[src/rtl/z80_bus_fabric_pkg.sv]
// z80_bus_pkg: shared definitions for the Z80 bus fabric.
//   bus_state_e   - access FSM states (IDLE, WAIT, DONE)
//   DEFAULT_DATA  - read value for unmapped, idle or timed-out accesses
//   ROM..ADDR_DEC - slave port indices; a lower index has higher priority
package z80_bus_pkg;

    typedef enum logic [1:0] {
        IDLE = 2'd0,
        WAIT = 2'd1,
        DONE = 2'd2
    } bus_state_e;

    localparam logic [7:0] DEFAULT_DATA = 8'hFF;

    localparam int unsigned ROM      = 0;
    localparam int unsigned RAM      = 1;
    localparam int unsigned UART     = 2;
    localparam int unsigned LED      = 3;
    localparam int unsigned GPIO     = 4;
    localparam int unsigned USB      = 5;
    localparam int unsigned ADDR_DEC = 6;

endpackage

[src/rtl/z80_bus_fabric_prio_enc.sv]
// bus_prio_enc: lowest-index-wins one-hot priority encoder.
// Ports:
//   req   in  WIDTH  request vector
//   grant out WIDTH  one-hot grant for the lowest set bit of req (0 if none)
//   any   out 1      at least one request is set
module bus_prio_enc
    import z80_bus_pkg::*;
#(
    parameter int unsigned WIDTH = 8
) (
    input  logic [WIDTH-1:0] req,
    output logic [WIDTH-1:0] grant,
    output logic             any
);

    logic found;

    always_comb begin
        grant = '0;
        found = 1'b0;
        for (int unsigned i = 0; i < WIDTH; i++) begin
            if (req[i] && !found) begin
                grant[i] = 1'b1;
                found    = 1'b1;
            end
        end
    end

    assign any = |req;

endmodule

[src/rtl/z80_bus_fabric.sv]
// z80_bus_fabric: fixed-priority chip-select fabric between the tv80s CPU and
// NUM_SLAVES peripherals, with per-slave wait states, slave-ready handshake,
// bus-timeout watchdog and unmapped/timeout error capture.
// Ports:
//   clk_i, rst_n_i       clock, synchronous active-low reset
//   mreq_n, ioreq_n      CPU memory / IO request
//   rd_n, wr_n           CPU read / write strobes
//   addr_i               CPU address (captured on error)
//   slv_hit_i            per-slave decode hits
//   slv_wait_i           per-slave wait-state counts, WAIT_W bits each
//   slv_ready_i          per-slave ready
//   slv_data_i           per-slave read data, DATA_W bits each
//   cs_o                 one-hot chip selects
//   wait_n_o             CPU wait_n, low while stalling the access
//   data_o               CPU read data
//   err_o                one-cycle error pulse
//   err_addr_o, err_io_o, err_tmo_o  details of the last error
module z80_bus_fabric #(
    parameter int unsigned       NUM_SLAVES   = 8,
    parameter int unsigned       DATA_W       = 8,
    parameter int unsigned       ADDR_W       = 16,
    parameter int unsigned       WAIT_W       = 4,
    parameter int unsigned       TMO_W        = 8,
    parameter logic [DATA_W-1:0] DEFAULT_DATA = DATA_W'(z80_bus_pkg::DEFAULT_DATA)
) (
    input  logic                         clk_i,
    input  logic                         rst_n_i,
    input  logic                         mreq_n,
    input  logic                         ioreq_n,
    input  logic                         rd_n,
    input  logic                         wr_n,
    input  logic [ADDR_W-1:0]            addr_i,
    input  logic [NUM_SLAVES-1:0]        slv_hit_i,
    input  logic [NUM_SLAVES*WAIT_W-1:0] slv_wait_i,
    input  logic [NUM_SLAVES-1:0]        slv_ready_i,
    input  logic [NUM_SLAVES*DATA_W-1:0] slv_data_i,
    output logic [NUM_SLAVES-1:0]        cs_o,
    output logic                         wait_n_o,
    output logic [DATA_W-1:0]            data_o,
    output logic                         err_o,
    output logic [ADDR_W-1:0]            err_addr_o,
    output logic                         err_io_o,
    output logic                         err_tmo_o
);

    import z80_bus_pkg::*;

    bus_state_e              state, state_n;
    logic [NUM_SLAVES-1:0]   sel, sel_n;
    logic [NUM_SLAVES-1:0]   hit;
    logic                    hit_any;
    logic [WAIT_W-1:0]       cnt, cnt_n, cnt_dec, hit_wait;
    logic [TMO_W-1:0]        tmo, tmo_n, tmo_inc;
    logic                    tmo_flag, tmo_flag_n;
    logic                    err, err_n;
    logic [ADDR_W-1:0]       err_addr, err_addr_n;
    logic                    err_io, err_io_n;
    logic                    err_tmo, err_tmo_n;
    logic                    access;
    logic                    hit_ready, sel_ready;
    logic [DATA_W-1:0]       rdata;

    assign access = (!mreq_n || !ioreq_n) && (!rd_n || !wr_n);

    bus_prio_enc #(
        .WIDTH(NUM_SLAVES)
    ) u_prio_enc (
        .req  (slv_hit_i & {NUM_SLAVES{access}}),
        .grant(hit),
        .any  (hit_any)
    );

    // One-hot selects make these AND-OR muxes rather than indexed lookups.
    always_comb begin
        hit_wait = '0;
        for (int unsigned k = 0; k < NUM_SLAVES; k++) begin
            if (hit[k]) hit_wait = hit_wait | slv_wait_i[k*WAIT_W +: WAIT_W];
        end
    end

    assign hit_ready = |(hit & slv_ready_i);
    assign sel_ready = |(sel & slv_ready_i);

    assign cnt_dec = (cnt != '0) ? cnt - WAIT_W'(1) : '0;
    assign tmo_inc = tmo + TMO_W'(1);

    always_comb begin
        state_n    = state;
        sel_n      = sel;
        cnt_n      = cnt;
        tmo_n      = tmo;
        tmo_flag_n = tmo_flag;
        err_n      = 1'b0;
        err_addr_n = err_addr;
        err_io_n   = err_io;
        err_tmo_n  = err_tmo;
        case (state)
            IDLE: begin
                if (access) begin
                    if (!hit_any) begin
                        err_n      = 1'b1;
                        err_addr_n = addr_i;
                        err_io_n   = !ioreq_n;
                        err_tmo_n  = 1'b0;
                        sel_n      = '0;
                        state_n    = DONE;
                    end else begin
                        sel_n      = hit;
                        cnt_n      = hit_wait;
                        tmo_n      = '0;
                        tmo_flag_n = 1'b0;
                        state_n    = (hit_wait == '0 && hit_ready) ? DONE : WAIT;
                    end
                end
            end
            WAIT: begin
                // Exit is judged on the post-decrement count so that a count
                // of N holds wait_n low for exactly N cycles.
                cnt_n = cnt_dec;
                tmo_n = tmo_inc;
                if (cnt_dec == '0 && sel_ready) begin
                    state_n = DONE;
                end else if (tmo_inc == '1) begin
                    state_n    = DONE;
                    tmo_flag_n = 1'b1;
                    err_n      = 1'b1;
                    err_addr_n = addr_i;
                    err_io_n   = !ioreq_n;
                    err_tmo_n  = 1'b1;
                end
            end
            DONE: begin
                if (!access) begin
                    state_n    = IDLE;
                    tmo_flag_n = 1'b0;
                end
            end
            default: state_n = IDLE;
        endcase
    end

    always_ff @(posedge clk_i) begin
        if (!rst_n_i) begin
            state    <= IDLE;
            sel      <= '0;
            cnt      <= '0;
            tmo      <= '0;
            tmo_flag <= 1'b0;
            err      <= 1'b0;
            err_addr <= '0;
            err_io   <= 1'b0;
            err_tmo  <= 1'b0;
        end else begin
            state    <= state_n;
            sel      <= sel_n;
            cnt      <= cnt_n;
            tmo      <= tmo_n;
            tmo_flag <= tmo_flag_n;
            err      <= err_n;
            err_addr <= err_addr_n;
            err_io   <= err_io_n;
            err_tmo  <= err_tmo_n;
        end
    end

    // Combinational select in IDLE lets zero-wait slaves respond in the
    // address cycle; afterwards the latched select holds until DONE ends.
    always_comb begin
        if (!rst_n_i)          cs_o = '0;
        else if (state == IDLE) cs_o = hit;
        else                   cs_o = sel;
    end

    always_comb begin
        rdata = '0;
        for (int unsigned k = 0; k < NUM_SLAVES; k++) begin
            if (cs_o[k]) rdata = rdata | slv_data_i[k*DATA_W +: DATA_W];
        end
    end

    // Writes, unmapped cycles and timed-out accesses return the default.
    assign data_o = (cs_o != '0 && !tmo_flag && !rd_n) ? rdata : DEFAULT_DATA;

    assign wait_n_o   = (state != WAIT);
    assign err_o      = err;
    assign err_addr_o = err_addr;
    assign err_io_o   = err_io;
    assign err_tmo_o  = err_tmo;

endmodule

[config.mk]
export PLATFORM = sky130hd
export DESIGN_NAME = z80_bus_fabric
export DESIGN_NICKNAME = d
export VERILOG_FILES = /design/src/rtl/z80_bus_fabric_pkg.sv /design/src/rtl/z80_bus_fabric_prio_enc.sv /design/src/rtl/z80_bus_fabric.sv
export SDC_FILE = /design/constraint.sdc
export NUM_CORES = 1
export LEC_CHECK = 0
export BUFFER_PORTS_ARGS = -buffer_cell sky130_fd_sc_hd__buf_2
export CORE_UTILIZATION = 50
export CTS_BUF_LIST = sky130_fd_sc_hd__clkbuf_4 sky130_fd_sc_hd__clkbuf_8 sky130_fd_sc_hd__clkbuf_16
export DETAILED_ROUTE_END_ITERATION = 16
export PLACE_DENSITY_LB_ADDON = 0.05
export SETUP_SLACK_MARGIN = 0.15
export SYNTH_ARGS = -nofsm -noshare
export SYNTH_HDL_FRONTEND = slang
export SYNTH_HIERARCHICAL = 1
export SYNTH_SLANG_ARGS = --single-unit
[constraint.sdc]
create_clock -name clk_i -period 7.4 [get_ports clk_i]
set_clock_uncertainty 0.15 [all_clocks]
set_input_delay 0.74 -clock clk_i [delete_from_list [all_inputs] [get_ports clk_i]]
set_output_delay 0.74 -clock clk_i [all_outputs]
set_load 0.05 [all_outputs]
==> results.cfg, run 1 <==
[run_status]
status = complete, no violations

[setup_path]
cpMaxStageDelayCell = nor3b_1
path_buf_inv = 2
end_kind = output port
cp_cell_sequence = buf_2, a22oi_1, and2_1, nor3b_1, or3b_2, a21oi_4, nor4_1, a211o_1, or2_1, buf_2
critical_path_class = in -> out
reg2reg_from = state[0]
arrival_ps = 4470
crit_top_cell = buf_2
critPathLaunch = rd_n
reg2reg_to = err_io_o
worstPathMaxFanout = 13
reg2reg_depth = 5
worstPathRequired_ps = 6510
max_stage_delay_ps = 750
worst-r2r-setup-slack_ps = 3910
cp_top_family = simple AND/OR/NAND/NOR gates
cp-start-kind = input port

[layout]
drive_gt1_share_pct = 35.5
mostFrequentLayoutCells = 169 x buf_2, 55 x a22oi_1, 42 x dfxtp_1
antenna_cells = 0
synthToLayoutAreaGrowth_pct = 29.0
layout_commonest_cell = buf_2
stdcell_count = 636
finish.utilization_pct = 68.7
num-nets-final = 696

[logic_synthesis]
synth-edff-count = 0
yosysTopAreaCell = dfxtp_1
syn_nets = 545
ys_seq_area_share_pct = 26.0
yosys_warnings = 6
ys_types = 64
ys.flop_type = dfxtp_1
async_flop_share_pct = 0
synth.area.top_cells = dfxtp_1 26%, a22oi_1 13%, a2bb2oi_1 4.3%, o311ai_1 4.3%, nand2_1 3.7%
syn_inst = 409
synth_seq_cells = 42
avgSynthCellArea_um2 = 7.89
synth.cell_area_um2 = 3230
synth_top_area_share_pct = 26.0

[sta]
worst_slew_pin_slew_ps = 1130
hold_violations = 0
holdWs_ps = 325
fmax_ghz = 0.187
max_slew_margin_pct = 24.5
min_period_ps = 5360
setup_slack_ps = 2040
slew_viol_final = 0
rsz0062_at_grt = false
setup_tns_ps = 0
finalCritPeriodShare_pct = 72.4
finalSetupViolCount = 0

[clock_network]
numCtsBuffers = 5
cts_hold_buf = 0
cts_tree = built
clk_latency_ps = 290
cts-htree-levels = 2
cts_root_buf = clkbuf_8
clockBufferDepth = 2
ctsResizeCount = 0
clock_sinks = 42
clkSlewWorstSetupHoldPaths_ps = 80
postCtsSetupRepairBufs = 0

[place]
gp_congestion = 1.04
dp_slack_ps = 2120
dpl.cell_count = 628
io_buffers = 169
hpwl_um = 8110

[floorplan]
dieWidth_um = 82.4
core_area_um2 = 6060
pin_count = 170
num_rows = 28
dieArea_um2 = 6780
start_util_pct = 53.3
die_h_um = 82.4

[drt]
met2_length_um = 5130
routed_wl_um = 11000
drcViolationCount = 0
vias = 4039
wl_met1_um = 4820
wl_per_cell_um = 17.4
dr_wl_met3_um = 959
highest_layer = met4
vias_per_cell = 6.35
drt-initial-drc-count = 261
firstDrtPassIters = 5
ant_nets = 0

[min_path]
min_from = sel[3]
hold_path_end = sel[3]
hp-class = reg -> reg
holdPathStages = 2

[power]
p_per_area_nw_per_um2 = 207
max-vdd-ir-drop_mv = 0.193
p_leak_nw = 1.76

[grt]
antenna_found_initial = 0
grtUsageTotal_pct = 32.4
grt_max_degree = 38
grt_pass1_wl_um = 17000
grt-ovfl-total = 0
grt_pass1_vias = 3601

[job]
cap_violations = 0
==> Yosys cell counts (8+ instances only) <==
cell	count
clkbuf_1	19
and3_1	16
a22oi_1	55
nand4_1	14
or2_1	8
o311ai_1	16
o21ai_0	19
a21oi_1	20
nand2_1	32
nand3_1	13
and2_1	10
a2bb2oi_1	16
nor2_1	16
o21ai_1	17
dfxtp_1	42
==> sequential cells by signal, summed over array words and instances, names as in the netlist <==
| register | flops |
|---|---|
| err_tmo_o | 1 |
| state | 2 |
| sel | 8 |
| err_o | 1 |
| cnt | 4 |
| tmo_flag | 1 |
| tmo | 8 |
| err_io_o | 1 |
| err_addr_o | 16 |
==> layer usage <==
metal	vias up	track usage [%]
li1	1938	-
met1	1883	43.5
met2	195	52.5
met3	23	7.47
met4	0	7.02
met5	-	0
==> final cells by class <==
class / count / area [um^2]
multi-input cells: 334 / 2230
fillers: 531 / 1900
repair buffers: 172 / 868
flip-flops and latches: 42 / 841
clock buffers: 8 / 110
well taps: 75 / 93.8
inverters: 5 / 18.8
==> worst reg2reg max path, cell delays in order (launching register included) <==
cell	delay, ps
dfxtp_1	720
nor2b_1	740
inv_1	390
a21o_1	620
o31ai_1	560
a211oi_1	170
==> cells by family after synthesis <==
| logic type | count (synthesis) | share of synthesized area [%] |
|---|---|---|
| AOI/OAI and AO/OA | 182 | 41.1 |
| and+or+nand+nor | 148 | 26.7 |
| buffers and inverters | 33 | 4.84 |
| muxes | 1 | 0.310 |
| xor gates and xnor gates | 1 | 0.271 |
| DFF | 42 | 26.0 |
| adders and majority gates | 2 | 0.775 |
==> power by group <==
part           switching, mW  total, mW  leakage (nW)  internal, mW
clock network         0.0774      0.172        0.0575        0.0943
registers             0.0340      0.291         0.342         0.257
logic                  0.273      0.400          1.36         0.128
total                  0.384      0.863          1.76         0.479
==> through the flow <==
stage	power, mW	instance area, um^2
after floorplan	0.586	3230
after global placement	0.685	4050
after detailed placement	0.690	4050
after CTS	0.863	4160
after global routing	0.916	4160
final	0.863	4160
==> worst max path at each step <==
stage	end	slack, ps	depth (start not counted)
5_1_grt	data_o[6]	1750	10
3_3_place_gp	data_o[6]	2290	10
4_1_cts	data_o[6]	2120	10
6_report	data_o[6]	2040	10
3_5_place_dp	data_o[6]	2120	10
2_1_floorplan	data_o[0]	2650	9
(Power assumes the default switching activity.)
==> inputs of run 2 (changes only) <==
- CORE_UTILIZATION: 50 -> 42
- clock period: 7.4 -> 4.7 ns (I/O delays scaled with it)
==> results.cfg, run 2 (synthesized netlist as in run 1, its figures left out) <==
[run_status]
status = complete, no violations

[sta]
fmax_ghz = 0.239
slew_viol_final = 0
finalSetupViolCount = 0
finalCritPeriodShare_pct = 89.1
max_slew_margin_pct = 27.3
min_period_ps = 4190
worst_slew_pin_slew_ps = 1090
rsz0062_at_grt = false
setup_tns_ps = 0
hold_violations = 0

[drt]
firstDrtPassIters = 5
vias = 3954
drcViolationCount = 0
routed_wl_um = 11100
wl_per_cell_um = 16.5
ant_nets = 0
drt-initial-drc-count = 248
vias_per_cell = 5.91

[floorplan]
core_area_um2 = 7330
dieArea_um2 = 8040
dieWidth_um = 89.7
die_h_um = 89.7
start_util_pct = 44.0
num_rows = 31
pin_count = 170

[clock_network]
cts_hold_buf = 0
numCtsBuffers = 5
clk_latency_ps = 300
postCtsSetupRepairBufs = 0
clockBufferDepth = 2
ctsResizeCount = 0
clock_sinks = 42
clkSlewWorstSetupHoldPaths_ps = 70
cts_root_buf = clkbuf_8
cts-htree-levels = 2
cts_tree = built

[setup_path]
cp-start-kind = input port
critPathLaunch = ioreq_n
end_kind = output port
worst-r2r-setup-slack_ps = 1690
reg2reg_to = err_io_o
critical_path_class = in -> out
worstPathMaxFanout = 10
arrival_ps = 3570
worstPathRequired_ps = 4080
reg2reg_from = state[1]
reg2reg_depth = 6
crit_end = data_o[4]

[grt]
grt-ovfl-total = 0
grt_max_degree = 38
grtUsageTotal_pct = 26.8
antenna_found_initial = 0
grt_pass1_wl_um = 16700
grt_pass1_vias = 3557

[power]
max-vdd-ir-drop_mv = 0.211
p_leak_nw = 1.80
p_per_area_nw_per_um2 = 314

[layout]
mostFrequentLayoutCells = 169 x buf_2, 55 x a22oi_1, 42 x dfxtp_1
layout_commonest_cell = buf_2
num-nets-final = 705
synthToLayoutAreaGrowth_pct = 31.5
largest_reg_flops = 16
antenna_cells = 0
fin_area_um2 = 4250
drive_gt1_share_pct = 36.5

[min_path]
hp-class = in -> reg

[place]
hpwl_um = 8070
place_area_um2 = 4150
gp_congestion = 0.888
io_buffers = 169

[job]
cap_violations = 0
[run 2: worst max-delay path, stage by stage]
cell     delay, ps
buf_2          110
a22oi_1        570
and2_1         290
nor4b_1        400
or3b_1         440
a21oi_4        310
nor4_1          90
a211o_1        410
or2_1          260
buf_2          210
[run 2: where the power goes]
part           leakage, nW  internal [mW]  total, mW  switching, mW
Clock               0.0472          0.118      0.244          0.126
Combinational         1.41          0.207      0.632          0.425
Sequential           0.342          0.404      0.458         0.0541
Total                 1.80          0.729       1.33          0.604
[run 2: layer usage]
layer	part of all wire (%)	GRT usage [%]
met5	0	0
met4	1.0	6.35
met3	6.3	3.38
met2	49	46.4
met1	44	35.3
[run 2: how the worst min path moves through the flow]
stage             from       end  slack (ps)  cells past startpoint
6_report       ioreq_n  err_io_o         240                      2
5_1_grt        ioreq_n  err_io_o         250                      2
4_1_cts        ioreq_n  err_io_o         240                      2
3_5_place_dp    sel[7]    sel[7]         320                      2
3_3_place_gp    sel[2]    sel[2]         320                      2
2_1_floorplan   sel[7]    sel[7]         290                      2
[run 2: stage by stage]
stage | instances | utilization, % | hold WS [ps] | worst slack, ps | power (mW)
2_1_floorplan | 409 | - | 291 | 487 | 0.922
3_3_place_gp | 661 | 56.6 | 317 | 622 | 1.09
3_5_place_dp | 661 | 56.6 | 321 | 567 | 1.09
4_1_cts | 669 | 57.9 | 239 | 550 | 1.34
5_1_grt | 669 | 57.9 | 245 | 322 | 1.42
6_report | 669 | 57.9 | 243 | 514 | 1.33
[run 2: final cells by class]
cell class | instances | area (um^2)
fillers | 706 | 3090
multi-input cells | 334 | 2230
repair buffers | 181 | 936
flip-flops and latches | 42 | 841
well taps | 99 | 124
clock buffers | 6 | 82.6
inverters | 5 | 18.8
clock inverters | 2 | 12.5
